===== src/rtl/neuron_mac.sv =====
// neuron_mac: bit-serial multiply-accumulate producing bias + sum(x*w) in sign-magnitude fixed point.
// Define NEURON_MAC_SAT_EN to saturate out-of-range results and flag out_ovf; otherwise results wrap.
module neuron_mac #(
    parameter int N = 32,
    parameter int Q = 24
) (
    input  logic         clk,
    input  logic         rst,
    input  logic         in_valid,
    output logic         in_ready,
    input  logic [N-1:0] in_x,
    input  logic [N-1:0] in_w,
    input  logic         in_last,
    input  logic [N-1:0] bias,
    output logic         out_valid,
    input  logic         out_ready,
    output logic [N-1:0] out_sum,
    output logic         out_ovf
);
    localparam int M  = N - 1;
    localparam int PW = 2 * M;
    localparam int AW = N + 16;
    localparam int CW = $clog2(M);

    typedef enum logic [1:0] {LOAD, MUL, ACC, OUT} state_e;

    state_e        state_q, state_d;
    logic [CW-1:0] cnt_q;
    logic [PW-1:0] xs_q, prod_q;
    logic [M-1:0]  w_q;
    logic          psign_q, last_q, first_q;
    logic [AW-1:0] acc_q, acc_d, term, bias_tc;
    logic [N-1:0]  out_sum_q, sum_d;
    logic          out_ovf_q, ovf_d;
    logic          in_fire, out_fire, mul_done;
`ifdef NEURON_MAC_SAT_EN
    logic [AW-1:0] acc_abs;
`endif

    assign in_fire  = in_valid && in_ready;
    assign out_fire = out_valid && out_ready;
    assign mul_done = (cnt_q == CW'(M - 1));
    assign out_sum  = out_sum_q;
    assign out_ovf  = out_ovf_q;

    always_ff @(posedge clk) begin
        if (rst) state_q <= LOAD;
        else     state_q <= state_d;
    end

    always_comb begin
        state_d = state_q;
        case (state_q)
            LOAD:    if (in_valid) state_d = MUL;
            MUL:     if (mul_done) state_d = ACC;
            ACC:     state_d = last_q ? OUT : LOAD;
            OUT:     if (out_ready) state_d = LOAD;
            default: state_d = LOAD;
        endcase
    end

    always_comb begin
        in_ready  = (state_q == LOAD);
        out_valid = (state_q == OUT);
    end

    // Signed forms of bias and the truncated product; -0 inputs collapse to 0 naturally.
    always_comb begin
        bias_tc = AW'(bias[M-1:0]);
        if (bias[N-1]) bias_tc = -bias_tc;
        term = AW'(prod_q >> Q);
        if (psign_q) term = -term;
        acc_d = acc_q + term;
        ovf_d = 1'b0;
`ifdef NEURON_MAC_SAT_EN
        acc_abs = acc_d[AW-1] ? -acc_d : acc_d;
        if (|acc_abs[AW-1:M]) begin
            sum_d = {acc_d[AW-1], {M{1'b1}}};
            ovf_d = 1'b1;
        end else begin
            sum_d = {acc_d[AW-1], acc_abs[M-1:0]};
        end
`else
        sum_d = {acc_d[AW-1], M'(acc_d[AW-1] ? -acc_d : acc_d)};
`endif
    end

    always_ff @(posedge clk) begin
        if (rst) begin
            cnt_q     <= '0;
            xs_q      <= '0;
            prod_q    <= '0;
            w_q       <= '0;
            psign_q   <= 1'b0;
            last_q    <= 1'b0;
            first_q   <= 1'b1;
            acc_q     <= '0;
            out_sum_q <= '0;
            out_ovf_q <= 1'b0;
        end else begin
            case (state_q)
                LOAD: if (in_fire) begin
                    xs_q    <= PW'(in_x[M-1:0]);
                    w_q     <= in_w[M-1:0];
                    psign_q <= in_x[N-1] ^ in_w[N-1];
                    last_q  <= in_last;
                    prod_q  <= '0;
                    cnt_q   <= '0;
                    first_q <= 1'b0;
                    if (first_q) acc_q <= bias_tc;
                end
                // One multiplier bit per cycle, LSB first; x shifts up to match its weight.
                MUL: begin
                    if (w_q[0]) prod_q <= prod_q + xs_q;
                    xs_q  <= xs_q << 1;
                    w_q   <= w_q >> 1;
                    cnt_q <= cnt_q + CW'(1);
                end
                ACC: begin
                    acc_q <= acc_d;
                    if (last_q) begin
                        out_sum_q <= sum_d;
                        out_ovf_q <= ovf_d;
                    end
                end
                OUT: if (out_fire) first_q <= 1'b1;
                default: ;
            endcase
        end
    end
endmodule


===== config.mk =====
export PLATFORM = sky130hd
export DESIGN_NAME = neuron_mac
export DESIGN_NICKNAME = d
export VERILOG_FILES = /design/src/rtl/neuron_mac.sv
export SDC_FILE = /design/constraint.sdc
export NUM_CORES = 1
export LEC_CHECK = 0
export ABC_AREA = 1
export CAP_MARGIN = 0
export CORE_ASPECT_RATIO = 0.7
export CORE_MARGIN = 1.5
export CORE_UTILIZATION = 40
export DETAILED_ROUTE_END_ITERATION = 7
export PLACE_DENSITY = 0.66
export SYNTH_ARGS = -nofsm -noshare
export SYNTH_HDL_FRONTEND = slang
export SYNTH_SLANG_ARGS = --single-unit

===== constraint.sdc =====
create_clock -name clk -period 4.9 [get_ports clk]
set_input_delay 0.49 -clock clk [delete_from_list [all_inputs] [get_ports clk]]
set_output_delay 0.49 -clock clk [all_outputs]
set_load 0.05 [all_outputs]

==> results_dict.tcl <==
set metrics [dict create \
    crit_required_ns 5.37 \
    intPower_uw 4590 \
    peakVddDrop_v 0.000251 \
    synthAdderAreaFrac_pct 7.70 \
    synth_xor_area_share_pct 2.40 \
    coreArea_sq_um 48200 \
    holdWs_ns 0.446 \
    power.clock.fraction_pct 28.2 \
    synth-compound-area-share_pct 23.0 \
    antenna_found_initial 0 \
    arrival_ns 4.98 \
    placed_area_sq_um 21600 \
    hp-class "in2reg" \
    num_io_pins 136 \
    synth_cells 3211 \
    placementRows 67 \
    routed_wl_um 63900 \
    clock_latency_ns 0.59 \
    vias 21200 \
    drcViolationCount 0 \
    start_kind "flip-flop" \
    chipWidth_um 268 \
    finalHoldViolCount 0 \
    final_cell_mix "821 x nand2_1, 452 x inv_1, 367 x a21oi_1" \
    synth_cell_types 58 \
    htreeDepth 1 \
    finalClockSkew_ns 0.0279 \
    grt_max_degree 72 \
    setup_viol 0 \
    timing.final.ws_setup_ns 0.383 \
    period_needed_ns 4.52 \
    clockBufferDepth 3 \
    period_share_pct 92.2 \
    fmax_ghz 0.221 \
    critPathMaxStageDelay_ns 0.34 \
    critPathKind "reg2reg" \
    p_sw_uw 3300 \
    nNetsFinal 3524 \
    syn_avg_cell_area_sq_um 6.13 \
    syn2layout_area_growth_pct 15.2 \
    path_max_fanout 10 \
    dp_hpwl_um 48900 \
    path_buf_inv 5 \
    drt-initial-drc-count 2334 \
    grt_pass1_vias 18800 \
    grt_util_all_layers_pct 24.4 \
    place_ws_ns 0.142 \
    leakage_uw 0.0105 \
    clkSinkCount 245 \
    drv_slew 0 \
    ant_nets 0 \
    netlist_area_sq_um 19700 \
    synth-simple-area-share_pct 30.9 \
    finalInstanceArea_sq_um 22700 \
    yosys_register_bits 245 \
    ys.flop_type "dfxtp_1" \
    outcome "complete, no violations" \
    cts_made_buffers 27 \
    wl_per_cell_um 16.1 \
    synth_top_family_by_area "simple AND/OR/NAND/NOR gates" \
    antennaDiodeCount 0 \
    yosys_warnings 0 \
    met2_wirelength_um 24800 \
    p_total_uw 7890 \
    die_area_sq_um 50600 \
    wl_met3_um 6070 \
    synth_edf_count 0 \
    synthMuxAreaShare_pct 0 \
    maxUsedRoutingLayer "met4" \
    floorplan.initialDensity_pct 40.8 \
    overflow 0 \
    drive_gt1_share_pct 5.21 \
    pwr-share-comb_pct 39.6 \
    vias_per_cell 5.32 \
    yosysSeqAreaShare_pct 24.9 \
    grt_pass1_wl_um 101000 \
    synth_nets 3432 \
    worstSetupEndpointType "flip-flop" \
    final_common_cell "nand2_1" \
    cts_tree "done" \
    relSlewSlack_pct 30.9 \
    gp_congestion 0.995 \
    m1WireLength_um 31800 \
    swShare_pct 41.8 \
    cts_root_buffer "clkbuf_16" \
    first_pass_iters 6 \
    io_buffers 134 \
    maxCapViolCount 0 \
    instances_no_fill 3978 \
    die_h_um 189 \
    ctsHoldBuffers 0 \
    worstMarginPinSlew_ns 1.03 \
    crit_family "simple AND/OR/NAND/NOR gates" \
    cp_common_cell "nand2_1" \
    async_reset_ff_share_pct 0 \
    p_seq_share_pct 32.1 \
    crit_slowest_cell "dfxtp_1" \
    placed_cells 3923 \
    power_density_nw_per_um2 348 \
    cts.clk_slew.worst_paths_ns 0.07 \
]
[registers in the layout (all words and copies together) (netlist names)]
name,cells
out_sum,32
xs_q,62
w_q,31
psign_q,1
first_q,1
state_q,2
prod_q,62
cnt_q,5
acc_q,48
last_q,1
[area by class of cell]
| class | count | area, sq um |
|---|---|---|
| clock buffers | 41 | 818 |
| flip-flops and latches | 245 | 4900 |
| multi-input cells | 2409 | 12700 |
| repair buffers | 155 | 1530 |
| clock inverters | 8 | 141 |
| inverters | 465 | 1750 |
| well taps | 655 | 820 |
| fillers | 5126 | 25500 |
[logic make-up (layout without fill, tap and decap cells)]
family          after synthesis  in the layout
compound gates              793            793
xor+xnor                     53             53
fa+ha+maj                   120            120
buf+inv                     560            669
flops                       245            245
other cells                   1              1
simple gates               1439           1442
[worst paths after layout]
path / slack, ns / start / to / cells past startpoint
min reg2reg: 0.45 / w_q[1]$_SDFFE_PP0P_ / w_q[1]$_SDFFE_PP0P_ / 2
max reg2reg: 0.38 / prod_q[24]$_SDFFE_PP0P_ / out_sum[25]$_SDFFE_PP0P_ / 27
min: 0.45 / rst / acc_q[1]$_SDFFE_PP0P_ / 2
max: 0.38 / prod_q[24]$_SDFFE_PP0P_ / out_sum[25]$_SDFFE_PP0P_ / 27
[synth_stat cells, types with 10 or more instances]
| cell | count | area, sq um |
|---|---|---|
| o21a_1 | 26 | 195 |
| a211oi_1 | 18 | 135 |
| clkbuf_1 | 79 | 297 |
| xor2_1 | 39 | 342 |
| nand3_1 | 168 | 841 |
| a22oi_1 | 14 | 105 |
| o21bai_1 | 18 | 135 |
| nand2_2 | 17 | 106 |
| a21oi_1 | 369 | 1850 |
| nand4_1 | 23 | 144 |
| xnor2_1 | 13 | 114 |
| nor2_1 | 293 | 1100 |
| nand2_1 | 822 | 3090 |
| o211ai_1 | 13 | 97.6 |
| ha_1 | 118 | 1480 |
| nor3_1 | 39 | 195 |
| o221ai_1 | 34 | 298 |
| a31oi_1 | 49 | 307 |
| inv_2 | 11 | 41.3 |
| dfxtp_1 | 245 | 4900 |
| inv_1 | 452 | 1700 |
| nor2_2 | 10 | 62.6 |
| a21o_1 | 25 | 188 |
| or2_2 | 26 | 163 |
| o21ai_1 | 11 | 55.1 |
| o21ai_0 | 192 | 961 |
[worst reg2reg max path, cell delays in order (launching register included)]
cell      delay, ns
dfxtp_1        0.34
inv_1          0.11
ha_1           0.15
inv_1          0.07
nor3_2         0.21
nand2_1        0.14
nor2_2         0.17
nand3_2        0.13
nor3_2         0.24
nand3_2        0.19
nor4_4         0.28
buf_4          0.20
nor2_1         0.05
xor2_1         0.15
ha_1           0.34
a21oi_1        0.16
inv_1          0.07
a21oi_1        0.16
o21a_1         0.16
nand2_1        0.09
a21oi_2        0.18
nand2_4        0.18
nand2_4        0.22
nand2_1        0.11
nand2_1        0.06
nand2_1        0.05
o21bai_1       0.14
inv_1          0.05
[through the flow]
step	TNS, ns	utilization (%)
final	0	47.1
after global routing	-0.0249	47.1
after CTS	0	46.8
after detailed placement	0	44.8
after global placement	0	44.8
after floorplan	0	-
[metal layers]
layer / GRT usage, % / vias up
met5: 0 / -
met3: 5.11 / 75
met2: 34.7 / 761
li1: - / 10800
met4: 5.13 / 0
met1: 37.2 / 9553
[power groups by stage]
stage          Combinational [uW]  Clock, uW  Sequential, uW
2_1_floorplan                2190          0            2540
3_5_place_dp                 3010          0            2570
6_report                     3130       2230            2540
3_3_place_gp                 2990          0            2570
4_1_cts                      3020       2280            2540
5_1_grt                      3480       2340            2570
[what timing repair did]
action                                 4_1_cts  5_1_grt
gates resized for setup                      0       13
endpoints found under the hold margin        0        0
setup buffers                                0        3
setup endpoints to repair                    0       42
(Power assumes the default switching activity.)
